**config.mk**
```make
export PLATFORM = sky130hd
export DESIGN_NAME = lr_shift_pipe
export DESIGN_NICKNAME = d
export VERILOG_FILES = /design/src/rtl/lr_shift_pipe_pkg.sv /design/src/rtl/lr_shift_pipe_stage.sv /design/src/rtl/lr_shift_pipe.sv
export SDC_FILE = /design/constraint.sdc
export NUM_CORES = 1
export LEC_CHECK = 0
export ABC_AREA = 1
export CORE_UTILIZATION = 45
export DETAILED_ROUTE_END_ITERATION = 16
export PLACE_DENSITY_LB_ADDON = 0.15
export SYNTH_ARGS = -nofsm -noshare
export SYNTH_HDL_FRONTEND = slang
export SYNTH_SLANG_ARGS = --single-unit
```
**constraint.sdc**
```tcl
create_clock -name clk -period 1.8 [get_ports clk]
set_input_delay 0.36 -clock clk [delete_from_list [all_inputs] [get_ports clk]]
set_output_delay 0.36 -clock clk [all_outputs]
set_load 0.02 [all_outputs]
```
**src/rtl/lr_shift_pipe_pkg.sv**
```systemverilog
// Shared types and helpers for the left/right shifter family (flat and pipelined variants).
package lr_shift_pipe_pkg;

    typedef enum logic {
        DIR_LEFT  = 1'b0,
        DIR_RIGHT = 1'b1
    } shift_dir_e;

    // Encoding 3 is reserved and decodes as a logical shift.
    typedef enum logic [1:0] {
        MODE_LOGICAL = 2'd0,
        MODE_ARITH   = 2'd1,
        MODE_ROTATE  = 2'd2,
        MODE_RSVD    = 2'd3
    } shift_mode_e;

    function automatic int clog2(input int value);
        int result;
        int v;
        result = 0;
        v = value - 1;
        while (v > 0) begin
            result = result + 1;
            v = v >> 1;
        end
        return result;
    endfunction

endpackage

```
**src/rtl/lr_shift_pipe_stage.sv**
```systemverilog
// One combinational shifter stage: shifts or rotates by a fixed power-of-two amount when enabled.
module lr_shift_pipe_stage
    import lr_shift_pipe_pkg::*;
#(
    parameter int width  = 8,
    parameter int amount = 1
) (
    input  logic             en,
    input  logic             dir,
    input  logic [1:0]       mode,
    input  logic [width-1:0] din,
    output logic [width-1:0] dout
);

    always_comb begin
        dout = din;
        if (en) begin
            if (mode == MODE_ROTATE) begin
                if (dir == DIR_LEFT) begin
                    dout = (din << amount) | (din >> (width - amount));
                end else begin
                    dout = (din >> amount) | (din << (width - amount));
                end
            end else if (dir == DIR_LEFT) begin
                dout = din << amount;
            end else if (mode == MODE_ARITH) begin
                // Each arithmetic stage keeps the MSB, so the original sign carries through the chain.
                dout = {{amount{din[width-1]}}, din[width-1:amount]};
            end else begin
                dout = din >> amount;
            end
        end
    end

endmodule

```
**src/rtl/lr_shift_pipe.sv**
```systemverilog
// Pipelined barrel shifter: one registered stage per shift-amount bit, LSB first, with a global stall.
module lr_shift_pipe
    import lr_shift_pipe_pkg::*;
#(
    parameter  int width = 8,
    localparam int sw    = clog2(width)
) (
    input  logic             clk,
    input  logic             rst,
    input  logic             iValid,
    output logic             iReady,
    input  logic [width-1:0] iBits,
    input  logic [sw-1:0]    shift,
    input  logic             dir,
    input  logic [1:0]       mode,
    output logic             oValid,
    input  logic             oReady,
    output logic [width-1:0] oBits
);

    logic                          advance;

    logic [sw-1:0]                 valid_q, valid_d, valid_in;
    logic [sw-1:0][width-1:0]      data_q, data_d, data_in, data_sh;
    logic [sw-1:0][sw-1:0]         shift_q, shift_d, shift_in;
    logic [sw-1:0]                 dir_q, dir_d, dir_in;
    logic [sw-1:0][1:0]            mode_q, mode_d, mode_in;

    // The last stage's control fields are carried only for uniformity; nothing downstream reads them.
    logic                          tail_unused;

    assign advance     = !valid_q[sw-1] || oReady;
    assign iReady      = advance;
    assign oValid      = valid_q[sw-1];
    assign oBits       = data_q[sw-1];
    assign tail_unused = ^{shift_q[sw-1], dir_q[sw-1], mode_q[sw-1]};

    for (genvar gi = 0; gi < sw; gi++) begin : g_stage
        if (gi == 0) begin : g_head
            assign valid_in[gi] = iValid;
            assign data_in[gi]  = iBits;
            assign shift_in[gi] = shift;
            assign dir_in[gi]   = dir;
            assign mode_in[gi]  = mode;
        end else begin : g_body
            assign valid_in[gi] = valid_q[gi-1];
            assign data_in[gi]  = data_q[gi-1];
            assign shift_in[gi] = shift_q[gi-1];
            assign dir_in[gi]   = dir_q[gi-1];
            assign mode_in[gi]  = mode_q[gi-1];
        end

        lr_shift_pipe_stage #(
            .width  (width),
            .amount (1 << gi)
        ) u_stage (
            .en   (shift_in[gi][gi]),
            .dir  (dir_in[gi]),
            .mode (mode_in[gi]),
            .din  (data_in[gi]),
            .dout (data_sh[gi])
        );
    end

    // Single shared advance: the whole pipe moves or the whole pipe holds; bubbles move like data.
    always_comb begin
        valid_d = valid_q;
        data_d  = data_q;
        shift_d = shift_q;
        dir_d   = dir_q;
        mode_d  = mode_q;
        if (advance) begin
            for (int k = 0; k < sw; k++) begin
                valid_d[k] = valid_in[k];
                data_d[k]  = data_sh[k];
                shift_d[k] = shift_in[k] & ~(sw'(1) << k);
                dir_d[k]   = dir_in[k];
                mode_d[k]  = mode_in[k];
            end
        end
    end

    always_ff @(posedge clk or negedge rst) begin
        if (!rst) begin
            valid_q <= '0;
            data_q  <= '0;
            shift_q <= '0;
            dir_q   <= '0;
            mode_q  <= '0;
        end else begin
            valid_q <= valid_d;
            data_q  <= data_d;
            shift_q <= shift_d;
            dir_q   <= dir_d;
            mode_q  <= mode_d;
        end
    end

endmodule

```
== Word level (Yosys, flattened, before mapping) ==
Index checks and enable logic that the tools add are counted.

* Output and inout bits: 10
* Bits of input ports: 18
* Memories: 0
* Bits in read-only memories: 0
* Bits in latches: 0
* Bits in registers: 36
* Memory bits (writable): 0
* Logic and storage cells: 36

* Muxes and demuxes: 14
* Reduce and logical (&&, ||, !) cells: 2
* Equal/unequal tests: 6
* Order comparisons: 0
* Div/mod/pow operators: 0
* Add/sub/neg operators: 0
* Bitwise logic cells: 5
* Multiply operators: 0
* Shift operators: 0

{| class="wikitable"
|+ Operator list
! cell !! count
|-
| $mux W8 || 14
|-
| $or A6 B8 Y8 || 1
|-
| $or A7 B8 Y8 || 1
|-
| $or A8 B1 Y8 || 1
|-
| $or A8 B2 Y8 || 1
|-
| $or A8 B4 Y8 || 1
|-
| $eq A2 B1 Y1 const B || 3
|-
| $eq A2 B2 Y1 const B || 3
|-
| $logic_not A1 Y1 || 1
|-
| $logic_or A1 B1 Y1 || 1
|}

== Longest topological paths before layout ==
* Depth in word-level cells: 5
* Mapped depth: 7
* Mapped depth without buffers: 7

== By module ==
A second synthesis with hierarchy kept.

* Cell total of the unflattened synthesis: 285
* Area, all modules: 2034.5 um^2

{| class="wikitable"
|+ Modules (own cells, without submodules)
! module !! area each (um^2) !! times used !! cells each !! seq. area each (um^2)
|-
| lr_shift_pipe || 1455.1 || 1 || 155 || 900.9
|-
| lr_shift_pipe_stage (g_stage[1].u_stage) || 215.2 || 1 || 49 || 0.0
|-
| lr_shift_pipe_stage (g_stage[0].u_stage) || 203.9 || 1 || 45 || 0.0
|-
| lr_shift_pipe_stage (g_stage[2].u_stage) || 160.2 || 1 || 36 || 0.0
|}

== Least setup slack after synthesis ==
OpenSTA, ideal clock, no wires.

* Path kind: reg-to-output
* From: register valid_q[2]
* To: output iReady
* Stages on the path, launching flop included: 4
* Arrival time: 0.828 ns
* Slack: 0.612 ns
* Required time: 1.440 ns
* Buffers on the path: 2
* Cell sequence: dfrtp_1 nand2_2 buf_6 buf_6

* Cells in the longest elaborated chain, start to end: 2

{| class="wikitable"
|+ RTL lines
! item !! RTL line !! RTL
|-
| start: declaration || lr_shift_pipe.sv:23 || <nowiki>logic [sw-1:0] valid_q, valid_d, valid_in;</nowiki>
|-
| start signal: assignment || lr_shift_pipe.sv:91 || <nowiki>valid_q <= valid_d;</nowiki>
|-
| $logic_not A1 Y1 || lr_shift_pipe.sv:32 || <nowiki>assign advance = !valid_q[sw-1] || oReady;</nowiki>
|-
| $logic_or A1 B1 Y1 || lr_shift_pipe.sv:32 ||
|-
| end: declaration || lr_shift_pipe.sv:11 || <nowiki>output logic iReady,</nowiki>
|}

No other way between the ends.

== Final worst setup path ==
* From: input oReady
* To: output iReady

* Cells in the longest elaborated chain, start to end: 1

{| class="wikitable"
|+ RTL lines
! item !! RTL line !! RTL
|-
| start: declaration || lr_shift_pipe.sv:17 || <nowiki>input logic oReady,</nowiki>
|-
| $logic_or A1 B1 Y1 || lr_shift_pipe.sv:32 ||
|}

No other way between the ends.

==> impl_metrics.env <==
export IMPL_status="complete, no violations"
export IMPL_async_flop_share_pct=100
export IMPL_seqPwrFrac_pct=40.1
export IMPL_drv_cap=0
export IMPL_min_to="valid_q[2]"
export IMPL_drc_errors=0
export IMPL_routed_wirelength_um=4230
export IMPL_timing_fmax_mhz=588
export IMPL_global_route_usage_met3_pct=4.77
export IMPL_die_x_um=68.7
export IMPL_cts_root_buf="clkbuf_8"
export IMPL_cts_max_path_buffers=2
export IMPL_worst_slew_pin_slew_ns=0.454
export IMPL_min_period_ns=1.70
export IMPL_cts_tree="done"
export IMPL_final_antenna_net_count=0
export IMPL_synth_area_leaders="dfrtp_1, nand2_1, inv_1, buf_6, a21oi_1"
export IMPL_post_synth_top_area_cell="dfrtp_1"
export IMPL_clkLatencyLatePin_ns=0.29
export IMPL_htreeDepth=2
export IMPL_nNetsFinal=315
export IMPL_ys_types=19
export IMPL_busiest_layer="met2"
export IMPL_worstSetupEndpointType="output port"
export IMPL_vdd_drop_max_uv=650
export IMPL_syn_avg_cell_area_um2=7.40
export IMPL_r2r_start="valid_q[2]"
export IMPL_cp_arrival_ns=1.34
export IMPL_drt_first_iter_violations=110
export IMPL_setup_viol=0
export IMPL_grt_pass1_wl_um=7150
export IMPL_crit_buf_inv=3
export IMPL_ys_flop_type="dfrtp_1"
export IMPL_synth_seq_cells=36
export IMPL_avgRoutedWirePerCell_um=12.2
export IMPL_fillers=403
export IMPL_num_antenna_cells=0
export IMPL_cts_num_sinks=36
export IMPL_r2r_end="data_in[8]"
export IMPL_drive_gt1_share_pct=10.4
export IMPL_rsz0062_at_grt="no"
export IMPL_path_delay_family="buffers and inverters"
export IMPL_crit_path_max_incr_delay_ns=0.45
export IMPL_path_max_fanout=6
export IMPL_worst_clock_skew_ns=0.0105
export IMPL_worstSetupStartpointType="input port"
export IMPL_p_sw_mw=1.35
export IMPL_multi_input_area_um2=860
export IMPL_maxSlewHeadroom_pct=69.7
export IMPL_clk_pin_slew_ns=0.06
export IMPL_ys_top_cells_by_count="nand2_1, dfrtp_1, inv_1"
export IMPL_cp_cell_sequence="clkdlybuf4s50_1 > inv_1 > nand2_2 > dlygate4sd2_1"
export IMPL_dp_hpwl_um=3040
export IMPL_grt_max_degree=37
export IMPL_p_total_mw=3.43
export IMPL_core_area_um2=4140
export IMPL_dieHeight_um=68.7
export IMPL_syn_nets=289
export IMPL_via_count=1758
export IMPL_whs_path_depth=2
export IMPL_switching_share_pct=39.5
export IMPL_start_util_pct=48.4
export IMPL_antenna_found_initial=0
export IMPL_grt_use_met2_pct=32.2
export IMPL_cts_buffers_inserted=5
export IMPL_period_share_pct=94.5
export IMPL_cp_data_required_time_ns=1.44
export IMPL_p_clk_share_pct=20.3
export IMPL_post_cts_buffers=0
export IMPL_groute_usage_overall_pct=20.7
export IMPL_gp_congestion=0.872
export IMPL_final_hold_viol_count=0
export IMPL_seq_area_um2=901
export IMPL_synthToLayoutAreaGrowth_pct=17.7
export IMPL_grt_pass1_vias=1621
export IMPL_fin_area_um2=2360
export IMPL_report_final_slew_viol_count=0
export IMPL_grt_remaining_overflow=0
export IMPL_ys_warn_count=0
export IMPL_r2r_slack_ns=0.34
export IMPL_synthesis_area_um2=2000
export IMPL_post_route_util_pct=56.9
export IMPL_intPower_mw=2.08
export IMPL_ys_seq_area_share_pct=44.9
export IMPL_p_comb_share_pct=39.6
export IMPL_hp_start="valid_q[1]"
export IMPL_r2r_cells=6
export IMPL_viasPerCell=5.05
export IMPL_netlist_area_leader_share_pct=44.9
export IMPL_synth_most_common_cell="nand2_1"
export IMPL_num_io_pins=28
export IMPL_met1_usage_pct=28.1
export IMPL_synth_edf_count=0
export IMPL_row_count=23
export IMPL_slowest_stage="clkdlybuf4s50_1"
export IMPL_p_leak_nw=1.20
export IMPL_die_area_um2=4730
export IMPL_dr_pass1_iters=4
export IMPL_io_buffers=27
export IMPL_critical_path_class="input port to output port"
export IMPL_placement_cell_area_um2=2250
export IMPL_synthCells=271
export IMPL_power_density_nw_per_um2=1450
export IMPL_hp_class="register to register"
==> placed cells by master, fill, tap and decap left out, drive strengths merged, types with 2 or more instances in the layout <==
master         Yosys  layout
nand2            106     106
dfrtp             36      36
inv               34      34
o21ai             27      27
clkdlybuf4s50      0      26
nor2              18      18
a21oi             17      17
nand3             13      13
nand4              6       6
clkbuf             0       6
buf               12       4
o22ai              2       2
==> tightest hold or removal path, delay by kind of cell (launching register included) <==
family / cells / cell delay [ns]
buffers and inverters: 1 / 0.05
and+or+nand+nor: 1 / 0.06
DFF: 1 / 0.33
==> flip-flops by register name, indices dropped and copies added, names as in the netlist <==
signal	cells
data_in	16
dir_q	2
mode_in	4
oBits	8
shift_in	3
valid_q	3
==> what timing repair did <==
item                                    CTS  global route
resized for setup                         1             0
endpoints found under the setup margin    1             0
hold buffers                              0             0
==> stage by stage <==
step / setup slack (ns) / std cells / hold slack [ns] / TNS [ns]
after floorplan: 0.612 / 271 / 0.0644 / 0
after global placement: -0.203 / 340 / 0.449 / -2.05
after detailed placement: -0.185 / 340 / 0.458 / -2.14
after CTS: 0.0877 / 348 / 0.475 / 0
after global routing: 0.0375 / 348 / 0.508 / 0
final: 0.0984 / 348 / 0.469 / 0
==> cells by family (layout without fill, tap and decap cells) <==
| group | Yosys count | count (layout) | share of synthesized area, % |
|---|---|---|---|
| AO/OA/AOI/OAI | 46 | 46 | 13.9 |
| AND/OR/NAND/NOR | 143 | 143 | 29.0 |
| buffers and inverters | 46 | 73 | 12.2 |
| flip-flops | 36 | 36 | 44.9 |
==> layer usage <==
| metal | up-vias | wire [um] | share of wire [%] |
|---|---|---|---|
| met4 | 0 | 49 | 1.2 |
| met5 | - | 0 | 0 |
| met3 | 5 | 157 | 3.7 |
| met2 | 29 | 1910 | 45 |
| met1 | 821 | 2120 | 50 |
| li1 | 903 | - | - |
==> power by group through the flow <==
stage / combinational [mW] / clock [mW] / sequential [mW]
after floorplan: 0.921 / 0 / 1.42
after global placement: 1.36 / 0 / 1.38
after detailed placement: 1.37 / 0 / 1.39
after CTS: 1.38 / 0.714 / 1.38
after global routing: 1.54 / 0.735 / 1.43
final: 1.36 / 0.696 / 1.38
==> worst max-delay path by stage <==
| stage | start | end | slack (ns) | cells after the start |
|---|---|---|---|---|
| detailed placement | oReady | iReady | -0.18 | 4 |
| CTS | oReady | iReady | 0.09 | 4 |
| floorplan | valid_q[2] | iReady | 0.61 | 3 |
| global route | oReady | data_in[16] | 0.04 | 8 |
| finish | oReady | iReady | 0.1 | 4 |
| global placement | oReady | iReady | -0.20 | 4 |
==> layout make-up <==
type                            instances  area share [%]
Tap cell                               50            2.65
Clock inverter                          2            1.48
Timing Repair Buffer                   31            12.7
Sequential cell                        36            38.2
Multi-Input combinational cell        189            36.4
Clock buffer                            6            3.08
Inverter                               34            5.51
(Power assumes the default switching activity.)
